$ cat config.mk
export PLATFORM = sky130hd
export DESIGN_NAME = fetch
export DESIGN_NICKNAME = d
export VERILOG_FILES = /design/src/rtl/fetch.sv
export SDC_FILE = /design/constraint.sdc
export NUM_CORES = 1
export LEC_CHECK = 0
export ABC_CLOCK_PERIOD_IN_PS = 5300
export BUFFER_PORTS_ARGS = -buffer_cell sky130_fd_sc_hd__buf_2
export CAP_MARGIN = 20
export CORE_ASPECT_RATIO = 0.8
export CORE_MARGIN = 2
export CORE_UTILIZATION = 54
export CTS_CLUSTER_SIZE = 25
export DETAILED_ROUTE_END_ITERATION = 10
export PLACE_DENSITY = 0.86
export SLEW_MARGIN = 40
export SYNTH_ARGS = -nofsm -noshare
export SYNTH_HDL_FRONTEND = slang
export SYNTH_SLANG_ARGS = --single-unit
$ cat constraint.sdc
create_clock -name clk -period 5.3 [get_ports clk]
set_clock_uncertainty 0.05 [all_clocks]
set_input_delay 0.265 -clock clk [delete_from_list [all_inputs] [get_ports clk]]
set_output_delay 0.265 -clock clk [all_outputs]
set_load 0.1 [all_outputs]
$ cat src/rtl/fetch.sv
// Instruction-fetch stage: owns the PC, issues reads to a 1-cycle synchronous imem, and
// buffers responses in a 2-entry queue presented to decode over valid/ready.
module fetch #(
    parameter int unsigned      DWIDTH   = 32,
    parameter int unsigned      AWIDTH   = 32,
    parameter logic [AWIDTH-1:0] BASEADDR = 32'h0100_0000,
    parameter logic [DWIDTH-1:0] NOP      = 32'h0000_0013
) (
    input  logic              clk,
    input  logic              reset,
    output logic              imem_read_o,
    output logic [AWIDTH-1:0] imem_addr_o,
    input  logic [DWIDTH-1:0] imem_data_i,
    output logic              insn_valid_o,
    output logic [DWIDTH-1:0] insn_o,
    output logic [AWIDTH-1:0] pc_o,
    input  logic              insn_ready_i,
    input  logic              redirect_i,
    input  logic [AWIDTH-1:0] redirect_pc_i
);

    logic [AWIDTH-1:0] pc_q;
    logic              inflight_q;
    logic [AWIDTH-1:0] inflight_pc_q;

    logic [AWIDTH-1:0] q_pc   [2];
    logic [DWIDTH-1:0] q_insn [2];
    logic              rd_ptr_q;
    logic              wr_ptr_q;
    logic [1:0]        count_q;

    logic       deq;
    logic       enq;
    logic       issue;
    logic [2:0] occ;

    assign deq = insn_valid_o & insn_ready_i;
    assign enq = inflight_q & ~redirect_i;

    // Credit check: entries held plus the one in flight, minus the one leaving, must leave room.
    assign occ   = {1'b0, count_q} + {2'b00, inflight_q} - {2'b00, deq};
    assign issue = ~reset & ~redirect_i & (occ < 3'd2);

    assign imem_read_o = issue;
    assign imem_addr_o = pc_q;

    always_comb begin
        insn_valid_o = (count_q != 2'd0);
        insn_o       = NOP;
        pc_o         = '0;
        if (insn_valid_o) begin
            insn_o = q_insn[rd_ptr_q];
            pc_o   = q_pc[rd_ptr_q];
        end
    end

    always_ff @(posedge clk) begin
        if (reset) begin
            pc_q          <= BASEADDR;
            inflight_q    <= 1'b0;
            inflight_pc_q <= '0;
            rd_ptr_q      <= 1'b0;
            wr_ptr_q      <= 1'b0;
            count_q       <= 2'd0;
        end else if (redirect_i) begin
            // Flush queue and drop the response arriving this cycle.
            pc_q       <= {redirect_pc_i[AWIDTH-1:2], 2'b00};
            inflight_q <= 1'b0;
            rd_ptr_q   <= 1'b0;
            wr_ptr_q   <= 1'b0;
            count_q    <= 2'd0;
        end else begin
            inflight_q <= issue;
            if (issue) begin
                pc_q          <= pc_q + AWIDTH'(4);
                inflight_pc_q <= pc_q;
            end
            if (enq) wr_ptr_q <= ~wr_ptr_q;
            if (deq) rd_ptr_q <= ~rd_ptr_q;
            count_q <= count_q + {1'b0, enq} - {1'b0, deq};
        end
    end

    // Queue storage needs no reset; count gates visibility.
    always_ff @(posedge clk) begin
        if (!reset && enq) begin
            q_pc[wr_ptr_q]   <= inflight_pc_q;
            q_insn[wr_ptr_q] <= imem_data_i;
        end
    end

endmodule

==> results of run 1 <==
==> state kept, by name, indices dropped and copies added, names as in the netlist, named ones only <==
| register | count |
|---|---|
| inflight_pc_q | 30 |
| inflight_q | 1 |
| wr_ptr_q | 1 |
| rd_ptr_q | 1 |
| count_q | 2 |
| imem_addr_o | 30 |
| q_pc | 60 |
| q_insn | 64 |
==> per-layer routing <==
| layer | vias to the layer above | routed length (µm) |
|---|---|---|
| li1 | 2710 | - |
| met1 | 2677 | 7810 |
| met2 | 206 | 7960 |
| met3 | 17 | 1240 |
| met4 | 0 | 153 |
| met5 | - | 0 |
==> critical path, delay by kind of cell, from the launching register on <==
| kind | cells | cell delay (ns) |
|---|---|---|
| AOI/OAI and AO/OA | 1 | 0.13 |
| DFF | 1 | 0.58 |
| and+or+nand+nor | 3 | 0.40 |
| xor gates and xnor gates | 1 | 0.38 |
| buffers and inverters | 2 | 1.07 |
| adders and majority gates | 1 | 0.45 |
==> how the worst min path moves through the flow <==
stage	depth (start not counted)	to
2_1_floorplan	0	q_insn[0][0]$_DFFE_PP_
3_3_place_gp	0	q_pc[0][2]$_DFFE_PP_
3_5_place_dp	0	q_pc[1][7]$_DFFE_PP_
4_1_cts	3	imem_addr_o[8]$_SDFFE_PP0P_
5_1_grt	3	imem_addr_o[9]$_SDFFE_PP0P_
6_report	3	imem_addr_o[8]$_SDFFE_PP0P_
==> Yosys cell counts (5+ instances only) <==
cell type	number	share of area
a211oi_1	9	0.0087
a21oi_1	42	0.027
a31oi_1	7	0.0056
and2_1	7	0.0056
buf_1	10	0.0048
clkbuf_1	27	0.013
dfxtp_1	66	0.17
edfxtp_1	124	0.48
inv_1	6	0.0029
mux2_2	5	0.0072
mux2i_1	62	0.080
nand2_1	94	0.045
nand3_1	12	0.0077
nand4_1	14	0.011
nor2_1	77	0.037
nor3_1	9	0.0058
nor4_1	8	0.0064
o21ai_0	6	0.0039
xnor2_1	12	0.014
xor2_1	10	0.011
==> cell type report <==
type	count	area [µm²]	area share
multi-input combinational	421	2560	0.267
sequential	190	5050	0.526
clock buffer	21	440	0.0459
inverter	7	26.3	0.00274
timing repair buffer	198	1200	0.125
clock inverter	11	92.6	0.00965
tap	184	230	0.0240
==> power breakdown <==
group          switching [mW]  leakage (nW)  total, mW  internal (mW)
clock network           0.517         0.261       1.16          0.643
registers              0.0411          1.70       1.65           1.61
logic                   0.305          1.59      0.394         0.0890
==> kinds of logic (layout without fill, tap and decap cells) <==
| family | after synthesis | in the layout | share of synthesized area |
|---|---|---|---|
| buffers and inverters | 51 | 237 | 0.0270 |
| AO/OA/AOI/OAI | 80 | 80 | 0.0611 |
| adder cells (fa/ha/maj) | 3 | 3 | 0.00579 |
| other | 1 | 4 | 0.000482 |
| multiplexers | 67 | 67 | 0.0870 |
| XOR/XNOR | 23 | 23 | 0.0269 |
| flip-flops | 190 | 190 | 0.649 |
| AND/OR/NAND/NOR | 244 | 244 | 0.143 |
==> cell usage in the layout (no fill, tap or decap), types with 6 or more instances in the layout <==
| master | instances |
|---|---|
| nor2_1 | 75 |
| nand2_1 | 94 |
| dfxtp_1 | 65 |
| a31oi_1 | 7 |
| dlygate4sd3_1 | 32 |
| xor2_1 | 10 |
| a211oi_1 | 9 |
| clkinv_2 | 6 |
| and2_1 | 7 |
| buf_2 | 159 |
| nor4_1 | 8 |
| xnor2_1 | 12 |
| nor3_1 | 9 |
| nand4_1 | 14 |
| a21oi_1 | 42 |
| o21ai_0 | 6 |
| mux2i_1 | 62 |
| edfxtp_1 | 124 |
| clkbuf_16 | 17 |
| nand3_1 | 11 |
==> per-stage QoR <==
step           area [µm²]  setup WS, ns  instances  power [mW]
5_1_grt              9590          1.36       1032        3.31
3_5_place_dp         8740          1.93        968        2.05
2_1_floorplan        7790          1.49        662        1.97
3_3_place_gp         8690          2.01        966        2.04
6_report             9590          1.55       1032        3.20
4_1_cts              9590          1.56       1032        3.22
==> impl_metrics.json, run 1 <==
{
  "die_w_um": 138,
  "cap_violations": 0,
  "leakagePower_nw": 3.55,
  "crit_path_top_delay_cell": "dfxtp_1",
  "ant_nets": 0,
  "fin_nets": 906,
  "worstRegToRegCells": 10,
  "cts_tree": "done",
  "crit_fanout": 37,
  "synth_warnings": 0,
  "route.detailed.drc": 0,
  "syn_to_final_growth_pct": 23.4,
  "grt_max_degree": 66,
  "antenna_found_initial": 0,
  "drive_gt1_frac": 0.254,
  "ctsResizeCount": 0,
  "holdBufCountCts": 32,
  "netlist_instances": 659,
  "synth_top_flop_cell": "edfxtp_1",
  "seq_area_frac_synth": 0.649,
  "slowest_delay_ns": 0.58,
  "num_rows": 39,
  "track_usage": 0.223,
  "fin_tns_setup_ns": 0,
  "whs_ns": 0.0311,
  "dr_total_vias": 5610,
  "synth_seq_cells": 190,
  "critical_path_class": "reg2out",
  "fill_cells": 1054,
  "cts.path.max_buffers": 2,
  "clkTransAtPathRegs_ns": 0.07,
  "pwr_density_cell_nw_per_um2": 334,
  "fp.dieH_um": 111,
  "hold_violations": 0,
  "clock_latency_ns": 0.43,
  "syn_area_um2": 7780,
  "regToRegSetupSlack_ns": 1.85,
  "fin_crit_sh": 0.708,
  "grt_overflow_total": 0,
  "place_congestion": 0.828,
  "critical_path.cell_chain": "nand2_1, nor2_1, o21ai_0, fa_1, xnor2_2, nand3_2, inv_2, buf_2",
  "synth_edf_count": 124,
  "wl_per_cell_um": 16.6,
  "worst_slew_pin_slew_ns": 0.687,
  "hold_path.class": "in2reg",
  "reg2reg_to": "imem_addr_o[9]$_SDFFE_PP0P_",
  "vdd_drop_max_mv": 0.248,
  "slew_violations": 0,
  "cts-root-buf": "clkbuf_16",
  "dr.pass1.iters": 4,
  "avgSynthCellArea_um2": 11.8,
  "required_ns": 4.99,
  "fin_util": 0.676,
  "cts.sinks": 190,
  "cts_setup_buffers": 0,
  "grt_first_pass_wirelength_mm": 27.1,
  "cts.htree.levels": 4,
  "max_freq_mhz": 266,
  "grt_util_met1": 0.310,
  "rr_startpoint": "count_q[1]$_SDFF_PP0_",
  "critPathCapture": "imem_read_o",
  "relSlewSlack": 0.538,
  "startpoint": "count_q[1]$_SDFF_PP0_",
  "grt_pass1_vias": 5267,
  "diodes": 0,
  "io_pins": 166,
  "rsz0062_at_grt": "no",
  "status": "completed",
  "fp.dieArea_um2": 15400,
  "hpwl_mm": 10.7,
  "end_kind": "output port",
  "wirelength_mm": 17.2,
  "async_flop_share": 0,
  "numCtsBuffers": 17,
  "core-area_um2": 14200,
  "start_kind": "flip-flop",
  "critPathArrivalTime_ns": 3.44,
  "viasPerCell": 5.44,
  "met2_usage": 0.350,
  "grtUsageMet3": 0.0637,
  "synth_cell_types": 50,
  "start_util": 0.548,
  "drt_iter0_markers": 321,
  "grt_busiest_layer": "met2",
  "finalCriticalPeriod_ns": 3.75,
  "io_buffers": 159,
  "final-setup-viol-count": 0,
  "hp-start": "redirect_pc_i[8]"
}
Power figures use the tool's default switching activity.
==> run 2: changes to the inputs <==
ABC_CLOCK_PERIOD_IN_PS = 3800   (was 5300)
clock period = 3.8 ns   (was 5.3 ns; I/O delays follow)
==> run 2 against run 1 <==
Critical path depth rose by 1. Highest routed layer unchanged. Design area grew 3.7%. Die area is the same. Global-route usage up 1.1 points. Power is 49% higher. Non-clock buffer count grew 23. Sequential power up 39%.
==> impl_metrics.json, run 2 (synthesis results as in run 1) <==
{
  "status": "completed",
  "end_kind": "output port",
  "wirelength_mm": 17.7,
  "cts.htree.levels": 4,
  "diodes": 0,
  "slowest_delay_ns": 0.56,
  "hold_violations": 0,
  "hold_path.class": "in2reg",
  "cts.sinks": 190,
  "finalCriticalPeriod_ns": 3.29,
  "cts_setup_buffers": 0,
  "hp-start": "redirect_pc_i[17]",
  "num_rows": 39,
  "critPathArrivalTime_ns": 3.05,
  "pwr_density_cell_nw_per_um2": 479,
  "fin_tns_setup_ns": 0,
  "rsz0062_at_grt": "no",
  "cts.path.max_buffers": 2,
  "dr.pass1.iters": 6,
  "rr_startpoint": "count_q[1]$_SDFF_PP0_",
  "p_sw_frac": 0.258,
  "critical_path.cell_chain": "nand2_1, nor2_1, o21ai_0, fa_1, xnor2_2, nand3_2, inv_2, buf_4, buf_12",
  "fp.dieH_um": 111,
  "core-area_um2": 14200,
  "fill_cells": 987,
  "required_ns": 3.56,
  "worst_slew_pin_slew_ns": 0.678,
  "numCtsBuffers": 17,
  "fin_crit_sh": 0.866,
  "place_congestion": 0.851,
  "wl_per_cell_um": 16.8,
  "intPower_mw": 3.53,
  "critical_path_class": "reg2out",
  "start_kind": "flip-flop",
  "dr_total_vias": 5834,
  "crit_fanout": 14,
  "final_cell_mix": "buf_2 (158), edfxtp_1 (124), nand2_1 (94)",
  "worstRegToRegCells": 10,
  "route.detailed.drc": 0,
  "p_comb_frac": 0.120,
  "power_frac_clock": 0.397,
  "relSlewSlack": 0.544,
  "syn_to_final_growth_pct": 27.9,
  "p_switching_mw": 1.23,
  "antenna_found_initial": 0,
  "reg2reg_to": "imem_addr_o[10]$_SDFFE_PP0P_",
  "io_buffers": 159,
  "p_seq_frac": 0.483,
  "final_common_cell": "buf_2",
  "clock_latency_ns": 0.42,
  "io_pins": 166,
  "drt_iter0_markers": 443,
  "slew_violations": 0,
  "largest_reg_flops": 64,
  "cts_tree": "done",
  "largestRegisters": "q_insn x64, q_pc x60",
  "fin_util": 0.700,
  "ant_nets": 0,
  "crit_path_top_delay_cell": "dfxtp_1",
  "vdd_drop_max_mv": 0.341,
  "leakagePower_nw": 3.70,
  "hpwl_mm": 11.0,
  "viasPerCell": 5.53,
  "grt_overflow_total": 0,
  "grt_pass1_vias": 5739,
  "hold_end": "imem_addr_o[17]$_SDFFE_PP0P_",
  "fp.dieArea_um2": 15400,
  "final-setup-viol-count": 0,
  "cts-root-buf": "clkbuf_16",
  "grt_max_degree": 65,
  "ctsResizeCount": 0,
  "track_usage": 0.234,
  "grt_first_pass_wirelength_mm": 28.6,
  "regToRegSetupSlack_ns": 0.71,
  "cap_violations": 0,
  "top_register": "q_insn",
  "fin_nets": 929,
  "max_freq_mhz": 304,
  "die_w_um": 138,
  "drive_gt1_frac": 0.256,
  "clkTransAtPathRegs_ns": 0.07,
  "hold_path_depth": 3,
  "start_util": 0.548
}
[run 2: worst max-delay path, delay by kind of cell (launching register included)]
family | cells | cell delay, ns
compound gates | 1 | 0.13
xor+xnor | 1 | 0.34
fa+ha+maj | 1 | 0.45
buf+inv | 3 | 0.70
flops | 1 | 0.56
simple gates | 3 | 0.43
[run 2: metal layers]
metal  vias up  share of wire  track usage
met5         -              0            0
met4         0          0.012       0.0626
met3        26          0.076       0.0667
met2       270           0.47        0.378
met1      2788           0.44        0.314
li1       2750              -            -
[run 2: final cells by class]
type | instances | area (µm²) | share of cell area
inverters | 7 | 26.3 | 0.00264
clock inverters | 11 | 149 | 0.0150
flip-flops and latches | 190 | 5050 | 0.508
repair buffers | 221 | 1430 | 0.144
multi-input cells | 421 | 2550 | 0.257
clock buffers | 21 | 503 | 0.0506
well taps | 184 | 230 | 0.0232
[run 2: power by group through the flow]
| stage | Sequential (mW) | Clock (mW) | Combinational [mW] |
|---|---|---|---|
| 5_1_grt | 2.30 | 2.02 | 0.600 |
| 2_1_floorplan | 2.47 | 0 | 0.268 |
| 3_5_place_dp | 2.34 | 0 | 0.527 |
| 4_1_cts | 2.30 | 1.92 | 0.570 |
| 3_3_place_gp | 2.34 | 0 | 0.516 |
| 6_report | 2.30 | 1.89 | 0.574 |
[run 2: repair_timing]
item | CTS | global route
setup endpoints to repair | 0 | 0
hold endpoints to repair | 83 | 0
hold buffers | 51 | 0
[run 2: worst max path at each step]
stage | startpoint | end | slack [ns] | cells after the start
floorplan | reset | q_insn[0][0]$_DFFE_PP_ | 0.07 | 4
global placement | count_q[1]$_SDFF_PP0_ | imem_addr_o[10]$_SDFFE_PP0P_ | 0.80 | 10
detailed placement | count_q[1]$_SDFF_PP0_ | imem_addr_o[10]$_SDFFE_PP0P_ | 0.74 | 10
CTS | count_q[1]$_SDFF_PP0_ | imem_read_o | 0.49 | 9
global route | count_q[1]$_SDFF_PP0_ | imem_read_o | 0.30 | 9
finish | count_q[1]$_SDFF_PP0_ | imem_read_o | 0.51 | 9
[run 2: metrics by stage]
step	power, mW	instance area [µm²]	hold WS (ns)	cells	setup slack (ns)
final	4.76	9940	0.0204	1055	0.508
after global routing	4.92	9940	0.00424	1055	0.297
after CTS	4.79	9940	0.00157	1055	0.493
after detailed placement	2.87	8780	0.332	972	0.739
after global placement	2.86	8740	0.327	970	0.798
after floorplan	2.74	7790	0.239	662	0.0699
